===== src/rtl/uart_rx_buffered_if.sv =====
// uart_rx_buffered_if: receive FIFO head/handshake bundle between the UART receiver and its consumer
interface uart_rx_buffered_if #(
  parameter int DATA_BITS = 8,
  parameter int FIFO_DEPTH = 16
);
  logic [DATA_BITS-1:0] rx_data;
  logic rx_valid;
  logic rx_ready;
  logic [$clog2(FIFO_DEPTH):0] rx_count;
  modport master(output rx_data, rx_valid, rx_count, input rx_ready);
  modport slave(input rx_data, rx_valid, rx_count, output rx_ready);
endinterface


===== src/rtl/uart_rx_buffered.sv =====
// uart_rx_buffered: oversampled UART receiver into a first-word-fall-through FIFO with sticky errors
// Define UART_RX_PARITY_EN to add a parity bit after the data bits (sense set by PARITY_ODD).
module uart_rx_buffered #(
  parameter int DATA_BITS = 8,
  parameter int OVERSAMPLE = 16,
  parameter int FIFO_DEPTH = 16,
  parameter int PARITY_ODD = 0
) (
  input  logic rxclk,
  input  logic reset,
  input  logic sample_tick,
  input  logic rx_in,
  input  logic err_clr,
  output logic frame_err,
  output logic parity_err,
  output logic overrun_err,
  uart_rx_buffered_if.master rx
);
  localparam int AW = $clog2(FIFO_DEPTH);
  localparam int CW = AW + 1;
  localparam int TW = $clog2(OVERSAMPLE);
  localparam int BW = $clog2(DATA_BITS);
  localparam logic [TW-1:0] HALF = TW'(OVERSAMPLE / 2 - 1);
  localparam logic [TW-1:0] FULL = TW'(OVERSAMPLE - 1);
  localparam logic [BW-1:0] LAST = BW'(DATA_BITS - 1);
  typedef enum logic [2:0] {
    IDLE, START, DATA,
`ifdef UART_RX_PARITY_EN
    PARITY,
`endif
    STOP, WAIT_IDLE
  } state_t;
  state_t state;
  logic rx_d1, rx_d2;
  logic [TW-1:0] tick_cnt;
  logic [BW-1:0] bit_cnt;
  logic [DATA_BITS-1:0] shreg;
  logic [DATA_BITS-1:0] mem [FIFO_DEPTH];
  logic [AW-1:0] wr_ptr, rd_ptr, rd_nxt;
  logic [CW-1:0] count, count_nxt;
  logic bad, bit_end, start_mid, stop_end, push, pop, full, wr_en;
  assign bit_end = sample_tick && tick_cnt == FULL;
  assign start_mid = state == START && tick_cnt == HALF;
  assign stop_end = bit_end && state == STOP;
  assign push = stop_end && rx_d2 && !bad;
  assign pop = count != '0 && rx.rx_ready;
  assign full = count == CW'(FIFO_DEPTH);
  assign wr_en = push && (!full || pop);
  assign rd_nxt = rd_ptr + AW'(pop);
  assign count_nxt = count + CW'(wr_en) - CW'(pop);
  assign rx.rx_valid = count != '0;
  assign rx.rx_count = count;
  always_ff @(posedge rxclk) begin
    if (reset) begin
      state <= IDLE;
      rx_d1 <= 1'b1;
      rx_d2 <= 1'b1;
      tick_cnt <= '0;
      bit_cnt <= '0;
      shreg <= '0;
`ifdef UART_RX_PARITY_EN
      bad <= 1'b0;
`endif
    end else begin
      rx_d1 <= rx_in;
      rx_d2 <= rx_d1;
      if (sample_tick) begin
        tick_cnt <= (state == IDLE || bit_end || start_mid) ? '0 : tick_cnt + 1'b1;
        case (state)
          IDLE: if (!rx_d2) state <= START;
          START: if (start_mid) state <= rx_d2 ? IDLE : DATA;
          DATA: if (bit_end) begin
            shreg <= {rx_d2, shreg[DATA_BITS-1:1]};
            bit_cnt <= bit_cnt == LAST ? '0 : bit_cnt + 1'b1;
`ifdef UART_RX_PARITY_EN
            if (bit_cnt == LAST) state <= PARITY;
`else
            if (bit_cnt == LAST) state <= STOP;
`endif
          end
`ifdef UART_RX_PARITY_EN
          PARITY: if (bit_end) begin
            bad <= rx_d2 ^ (^shreg) ^ (PARITY_ODD != 0);
            state <= STOP;
          end
`endif
          STOP: if (bit_end) state <= rx_d2 ? IDLE : WAIT_IDLE;
          WAIT_IDLE: if (rx_d2) state <= IDLE;
          default: state <= IDLE;
        endcase
      end
    end
  end
`ifndef UART_RX_PARITY_EN
  assign bad = 1'b0;
  assign parity_err = 1'b0 && PARITY_ODD != 0;
`endif
  // a new error in the same cycle as err_clr wins
  always_ff @(posedge rxclk) begin
    if (reset) begin
      frame_err <= 1'b0;
      overrun_err <= 1'b0;
`ifdef UART_RX_PARITY_EN
      parity_err <= 1'b0;
`endif
    end else begin
      frame_err <= (stop_end && !rx_d2) || (frame_err && !err_clr);
      overrun_err <= (push && full && !pop) || (overrun_err && !err_clr);
`ifdef UART_RX_PARITY_EN
      parity_err <= (stop_end && rx_d2 && bad) || (parity_err && !err_clr);
`endif
    end
  end
  always_ff @(posedge rxclk) if (wr_en) mem[wr_ptr] <= shreg;
  // head register: the freshly pushed byte bypasses the memory when it lands at the new read slot
  always_ff @(posedge rxclk) begin
    if (reset) begin
      wr_ptr <= '0;
      rd_ptr <= '0;
      count <= '0;
      rx.rx_data <= '0;
    end else begin
      wr_ptr <= wr_ptr + AW'(wr_en);
      rd_ptr <= rd_nxt;
      count <= count_nxt;
      if (count_nxt != '0) rx.rx_data <= (wr_en && wr_ptr == rd_nxt) ? shreg : mem[rd_nxt];
    end
  end
endmodule


===== src/flat_wrapper.sv =====
// flat-port wrapper written by rule: the top's interface ports become plain ports
module uart_rx_buffered_flat 
#(
  parameter int DATA_BITS = 8,
  parameter int OVERSAMPLE = 16,
  parameter int FIFO_DEPTH = 16,
  parameter int PARITY_ODD = 0
)
  (rxclk, reset, sample_tick, rx_in, err_clr, frame_err, parity_err, overrun_err, rx_rx_data, rx_rx_valid, rx_rx_count, rx_rx_ready);
  uart_rx_buffered_if #(.DATA_BITS(DATA_BITS), .FIFO_DEPTH(FIFO_DEPTH)) rx_i ();
  input  logic rxclk;
  input  logic reset;
  input  logic sample_tick;
  input  logic rx_in;
  input  logic err_clr;
  output logic frame_err;
  output logic parity_err;
  output logic overrun_err;
  output wire logic [$bits(rx_i.rx_data)-1:0] rx_rx_data;
  output wire logic [$bits(rx_i.rx_valid)-1:0] rx_rx_valid;
  output wire logic [$bits(rx_i.rx_count)-1:0] rx_rx_count;
  input wire logic [$bits(rx_i.rx_ready)-1:0] rx_rx_ready;
  assign rx_rx_data = rx_i.rx_data;
  assign rx_rx_valid = rx_i.rx_valid;
  assign rx_rx_count = rx_i.rx_count;
  assign rx_i.rx_ready = rx_rx_ready;
  uart_rx_buffered #(.DATA_BITS(DATA_BITS), .OVERSAMPLE(OVERSAMPLE), .FIFO_DEPTH(FIFO_DEPTH), .PARITY_ODD(PARITY_ODD)) u_core (.rxclk(rxclk), .reset(reset), .sample_tick(sample_tick), .rx_in(rx_in), .err_clr(err_clr), .frame_err(frame_err), .parity_err(parity_err), .overrun_err(overrun_err), .rx(rx_i));
endmodule

===== config.mk =====
export PLATFORM = sky130hd
export DESIGN_NAME = uart_rx_buffered_flat
export DESIGN_NICKNAME = d
export VERILOG_FILES = /design/src/rtl/uart_rx_buffered_if.sv /design/src/rtl/uart_rx_buffered.sv /design/src/flat_wrapper.sv
export SDC_FILE = /design/constraint.sdc
export NUM_CORES = 1
export LEC_CHECK = 0
export ABC_AREA = 1
export ABC_CLOCK_PERIOD_IN_PS = 7800
export CORE_AREA = 4 4 135 150
export CTS_CLUSTER_DIAMETER = 80
export DETAILED_ROUTE_END_ITERATION = 8
export DIE_AREA = 0 0 139 154
export GPL_TIMING_DRIVEN = 1
export PLACE_DENSITY = 0.58
export REMOVE_ABC_BUFFERS = 1
export SLEW_MARGIN = 20
export SYNTH_ARGS = -nofsm -noshare
export SYNTH_HDL_FRONTEND = slang
export SYNTH_SLANG_ARGS = --single-unit

===== constraint.sdc =====
create_clock -name rxclk -period 7.8 [get_ports rxclk]
set_clock_uncertainty 0.15 [all_clocks]
set_input_delay 1.56 -clock rxclk [delete_from_list [all_inputs] [get_ports rxclk]]
set_output_delay 1.56 -clock rxclk [all_outputs]
set_load 0.005 [all_outputs]

# Yosys cells after proc, flatten, opt, wreduce, memory -nomap -nowiden

Memories as Yosys holds them, arrays and structs flattened. A register that Yosys moved wholly into a read port is not among the register bits.
Cells that the tools add are included.

Add/sub/neg operators: 6
Equal/unequal tests: 14
Muxes and demuxes: 13
Reductions and logical operators: 25

Operator list:

| operator              | count |
|---|---|
| $mux W3               | 8 |
| $pmux W3 S5           | 1 |
| $logic_and A1 B1 Y1   | 11 |
| $ne A2 B1 Y1 const B  | 5 |
| $reduce_bool A5 Y1    | 2 |
| $add A4 B1 Y4         | 2 |
| $reduce_and A7 Y1     | 1 |
| $eq A3 B2 Y1 const B  | 2 |
| $eq A3 B3 Y1 const B  | 2 |
| $add A5 B1 Y5         | 1 |
| $eq A5 B5 Y1 const B  | 1 |
| $logic_or A1 B1 Y1    | 5 |
| $sub A5 B1 Y5         | 1 |
| $add A4 B1 Y4 const B | 1 |
| $eq A4 B3 Y1 const B  | 1 |
| $eq A4 B4 Y1 const B  | 1 |
| $logic_not A1 Y1      | 4 |
| $mux W4               | 1 |
| $add A3 B1 Y3 const B | 1 |
| $eq A3 B1 Y1 const B  | 1 |
| $logic_not A3 Y1      | 1 |
| $reduce_and A3 Y1     | 1 |
| $mux W1               | 2 |
| $mux W2               | 1 |
| $ne A2 B2 Y1 const B  | 1 |

Flip-flop bits (word level): 35
Memory bits (writable): 128
Input bits: 6
Output and inout port bits: 17
Word-level logic and storage cells: 70
Memories kept: 1

Memory list:

| name       | depth | width | read ports | clocked after Yosys merged registers in | write ports | line                   | source |
|---|---|---|---|---|---|---|---|
| u_core.mem | 16    | 8     | 1          | 1                                       | 1           | uart_rx_buffered.sv:38 | `logic [DATA_BITS-1:0] mem [FIFO_DEPTH];` |

# Depth between registers and ports, before layout

Depth after elaboration: 8
Depth in mapped cells: 17
Depth with buffers taken out: 16

# Worst setup path before layout

Ideal clock, no wire load.

Path kind: input -> register
Start point: in rx_rx_ready
End point: reg u_core.rx.rx_data[1] (read register of u_core.mem)
Setup time: 0.119 ns
Arrival time: 3.695 ns
Required time: 7.531 ns
Setup slack: 3.836 ns
Stages on the path: 11
Buffers on the path: 1
Cell sequence: or2_2 nor2_1 nor2_2 buf_4 ha_1 fa_1 xor2_1 nor3_2 nand3_4 o21ai_0 a21oi_1

Longest elaborated chain between the ends: 6
Elaborated cells on any way between the ends: 7
Those cells by class: add/sub (3); reduce/logical (4)

RTL lines:

| element               | line                      | source |
|---|---|---|
| from (decl)           | flat_wrapper.sv:22        | `input wire logic [$bits(rx_i.rx_ready)-1:0] rx_rx_ready;` |
| $logic_and A1 B1 Y1 * | uart_rx_buffered.sv:46    | `assign pop = count != '0 && rx.rx_ready;` |
| $logic_or A1 B1 Y1    | uart_rx_buffered.sv:48    | `assign wr_en = push && (!full \|\| pop);` |
| $logic_and A1 B1 Y1   | uart_rx_buffered.sv:48    |  |
| $add A5 B1 Y5         | uart_rx_buffered.sv:50    | `assign count_nxt = count + CW'(wr_en) - CW'(pop);` |
| $sub A5 B1 Y5         | uart_rx_buffered.sv:50    |  |
| $reduce_bool A5 Y1    | uart_rx_buffered.sv:126   | `if (count_nxt != '0) rx.rx_data <= (wr_en && wr_ptr == rd_nxt) ? shreg : mem[rd_nxt];` |
| to (decl)             | uart_rx_buffered_if.sv:10 | `modport master(output rx_data, rx_valid, rx_count, input rx_ready);` |

Mark *: on every way between the ends. The rest lies on a longest branch, timed or not.
A chain may end at the register's enable or synchronous reset.

# Final worst setup path

Start point: in sample_tick
End point: reg u_core.rx.rx_data[1] (read register of u_core.mem)

Longest elaborated chain between the ends: 7

RTL lines:

| element                       | line                    | source |
|---|---|---|
| from (decl)                   | flat_wrapper.sv:13      | `input logic sample_tick;` |
| $logic_and A1 B1 Y1           | uart_rx_buffered.sv:42  | `assign bit_end = sample_tick && tick_cnt == FULL;` |
| $logic_and A1 B1 Y1           | uart_rx_buffered.sv:44  | `assign stop_end = bit_end && state == STOP;` |
| $logic_and A1 B1 Y1           | uart_rx_buffered.sv:45  | `assign push = stop_end && rx_d2 && !bad;` |
| $logic_and A1 B1 Y1           | uart_rx_buffered.sv:48  |  |
| $add A5 B1 Y5                 | uart_rx_buffered.sv:50  |  |
| $sub A5 B1 Y5                 | uart_rx_buffered.sv:50  |  |
| named net u_core.count_nxt[1] | uart_rx_buffered.sv:40  | `logic [CW-1:0] count, count_nxt;` |
| $reduce_bool A5 Y1            | uart_rx_buffered.sv:126 |  |

The timed path passes the listed nets, and every way through them passes these cells.

==> impl_metrics.yaml <==
clock_tree:
  ctsResizeCount: 0
  path_clk_slew_ns: 0.07
  cts_num_sinks: 171
  cts-root-buf: "clkbuf_16"
  post_cts_buffers: 0
  cts_hold_buf: 0
  cts_tree: "done"
  h-tree-depth: 4
  cts_buffers: 17
  clk_path_buf_depth: 2
  clock_latency_ns: 0.43
floorplanning:
  core_area_sq_um: 18800
  die-area_sq_um: 21400
  initial_utilization_pct: 40.4
  die_w_microns: 139
  row_count: 53
  dieHeight_microns: 154
  ios: 23
sta:
  rsz0062_at_grt: "no"
  hold_viol: 0
  fin_setup_tns_ns: 0
  whs_ns: 0.260
  post-route-min-period_ns: 4.60
  min_period_over_period_pct: 59.0
  fmax_ghz: 0.217
  setup_viol: 0
  drv_slew: 0
  worst_pin_slew_ns: 0.912
  slew_headroom_pct: 39.1
yosys:
  synth.distinct_cells: 31
  synth_edf_count: 128
  synth_top_flop_cell: "edfxtp_1"
  synth_top_area_share_pct: 50.5
  yosysTopAreaCell: "edfxtp_1"
  syn_avg_cell_area_sq_um: 9.59
  yosysWarningCount: 0
  synthArstFlopShare_pct: 0
  synth_area_leaders: "edfxtp_1, dfxtp_1, nand2_1, nand3_1, inv_1"
  syn_inst: 794
  ys_seq_area_share_pct: 61.8
  synthTopCellsByCount: "nand2_1, edfxtp_1, inv_1"
  yosysMostFrequentCell: "nand2_1"
  syn_area_sq_um: 7610
  synth-seq-cells: 171
power:
  p_comb_share_pct: 36.6
  power_frac_seq_pct: 34.2
  pwr-share-clk_pct: 29.2
  power.density_nw_per_um2: 350
  p_sw_mw: 1.12
  p_int_mw: 1.90
  power_mw: 3.02
  p_leak_nw: 3.52
  peakVddDrop_mv: 0.234
  switching_share_pct: 37.2
detailed_routing:
  wl_microns: 17000
  avgRoutedWirePerCell_microns: 16.0
  firstDrtPassIters: 4
  viasPerCell: 4.92
  num_vias: 5250
  drc: 0
  drt_iter0_drc: 355
  ant_nets: 0
worst_setup_path:
  cp-startpoint: "sample_tick"
  crit_fanout: 14
  critPathCaptureType: "flip-flop"
  reg2reg_depth: 11
  crit_type: "in2reg"
  critical_path_required_ns: 7.97
  r2r_setup_slack_ns: 4.36
  worst_ep_arrival_time_ns: 4.77
  startpoint_type: "primary input"
  critical_path.endpoint: "u_core.rx.rx_data[1]"
  r2r_start: "u_core.tick_cnt[0]"
  timing.rr.end: "u_core.rx.rx_data[1]"
grt:
  gr-total-overflow: 0
  grt_pass1_wl_microns: 26600
  grt_pass1_vias: 4983
  track_usage_pct: 16.2
  antenna_found_initial: 0
  grt_max_degree: 66
finish:
  layout-drive-gt1-share_pct: 6.59
  seq_area_sq_um: 4700
  n_antenna_cell: 0
  multi_input_area_sq_um: 2290
  finish.utilization_pct: 45.9
  final_cells: 1066
  fin_nets: 826
  area_delta_synth_final_pct: 13.5
  fillers: 1807
flow_run:
  maxCapViolCount: 0
placed_design:
  hpwlAfterDp_microns: 10600
  io_buffer_count: 21
  gp_congestion: 0.863
  dp.cells: 1034
hold_path:
  worstHoldStart: "u_core.rx_d1"
  hp-class: "reg2reg"
status:
  status: "finished clean"
## per-stage QoR
stage	area [sq um]	setup WS, ns
finish	8640	3.20
global route	8640	3.00
CTS	8640	3.25
detailed placement	8020	2.78
global placement	8010	2.84
floorplan	7470	2.99
## power groups by stage
stage	Sequential [mW]	Combinational (mW)	Clock, mW
2_1_floorplan	1.05	0.758	0
3_3_place_gp	1.05	1.11	0
3_5_place_dp	1.05	1.12	0
4_1_cts	1.03	1.12	0.897
5_1_grt	1.04	1.25	0.929
6_report	1.03	1.11	0.882
## layout by cell type (no fill, tap or decap), types with 2 or more instances in the layout
cell type,netlist,layout
nand2_1,173,173
edfxtp_1,128,128
inv_1,125,124
nand3_1,118,118
nor2_1,62,61
dfxtp_1,43,43
o21ai_0,26,26
a21oi_1,24,24
clkdlybuf4s50_1,0,21
nand4_1,18,18
clkbuf_16,0,17
ha_1,13,12
or2_2,5,5
nor2_2,3,4
clkbuf_8,0,4
xor2_1,3,3
o211ai_1,3,3
clkinv_4,0,3
clkinv_2,0,3
bufinv_16,0,3
buf_4,2,3
inv_2,2,2
xnor2_1,2,2
nor3_1,2,2
a31oi_1,2,2
nand3_4,2,2
xor2_2,2,2
## worst max-delay path, stage by stage
cell             delay, ns
clkdlybuf4s50_1       0.54
nand2_1               0.12
nor2_2                0.16
nand3_1               0.14
nor2_2                0.48
ha_1                  0.31
fa_1                  0.47
nor3_2                0.55
nand3_4               0.20
o21ai_0               0.19
a21oi_1               0.05
## registers in the layout, indices dropped and copies added, names as in the netlist
register / flops
u_core.rd_ptr: 4
u_core.overrun_err: 1
u_core.mem: 128
u_core.rx_d2: 1
u_core.rx.rx_count: 5
u_core.state: 3
u_core.shreg: 8
u_core.wr_ptr: 4
u_core.rx_d1: 1
u_core.bit_cnt: 3
u_core.tick_cnt: 4
u_core.rx.rx_data: 8
u_core.frame_err: 1
## metal layers
layer | vias to the layer above | routed length, microns | global-route usage, %
met5 | - | 0 | 0
li1 | 2639 | - | -
met4 | 0 | 516 | 7.92
met1 | 2455 | 7530 | 21.2
met2 | 126 | 8270 | 26.2
met3 | 30 | 730 | 2.67
## cells by family after synthesis
kind of cell	synth area share (%)
simple gates	22.3
xor+xnor	1.36
flops	61.8
buf+inv	8.14
other cells	0.0493
compound gates	3.95
fa+ha+maj	2.40
## how the worst min path moves through the flow
stage                         to  slack, ns  cells past startpoint
detailed placement  u_core.rx_d2       0.25                      1
floorplan           u_core.rx_d2       0.24                      1
finish              u_core.rx_d2       0.26                      1
CTS                 u_core.rx_d2       0.26                      1
global placement    u_core.rx_d2       0.24                      1
global route        u_core.rx_d2       0.28                      1
## area by class of cell
type | count | area share (%)
flip-flops and latches | 171 | 54.4
multi-input cells | 465 | 26.5
clock buffers | 22 | 5.60
inverters | 127 | 5.55
well taps | 247 | 3.58
repair buffers | 24 | 2.69
clock inverters | 10 | 1.61
(Power assumes the default switching activity.)
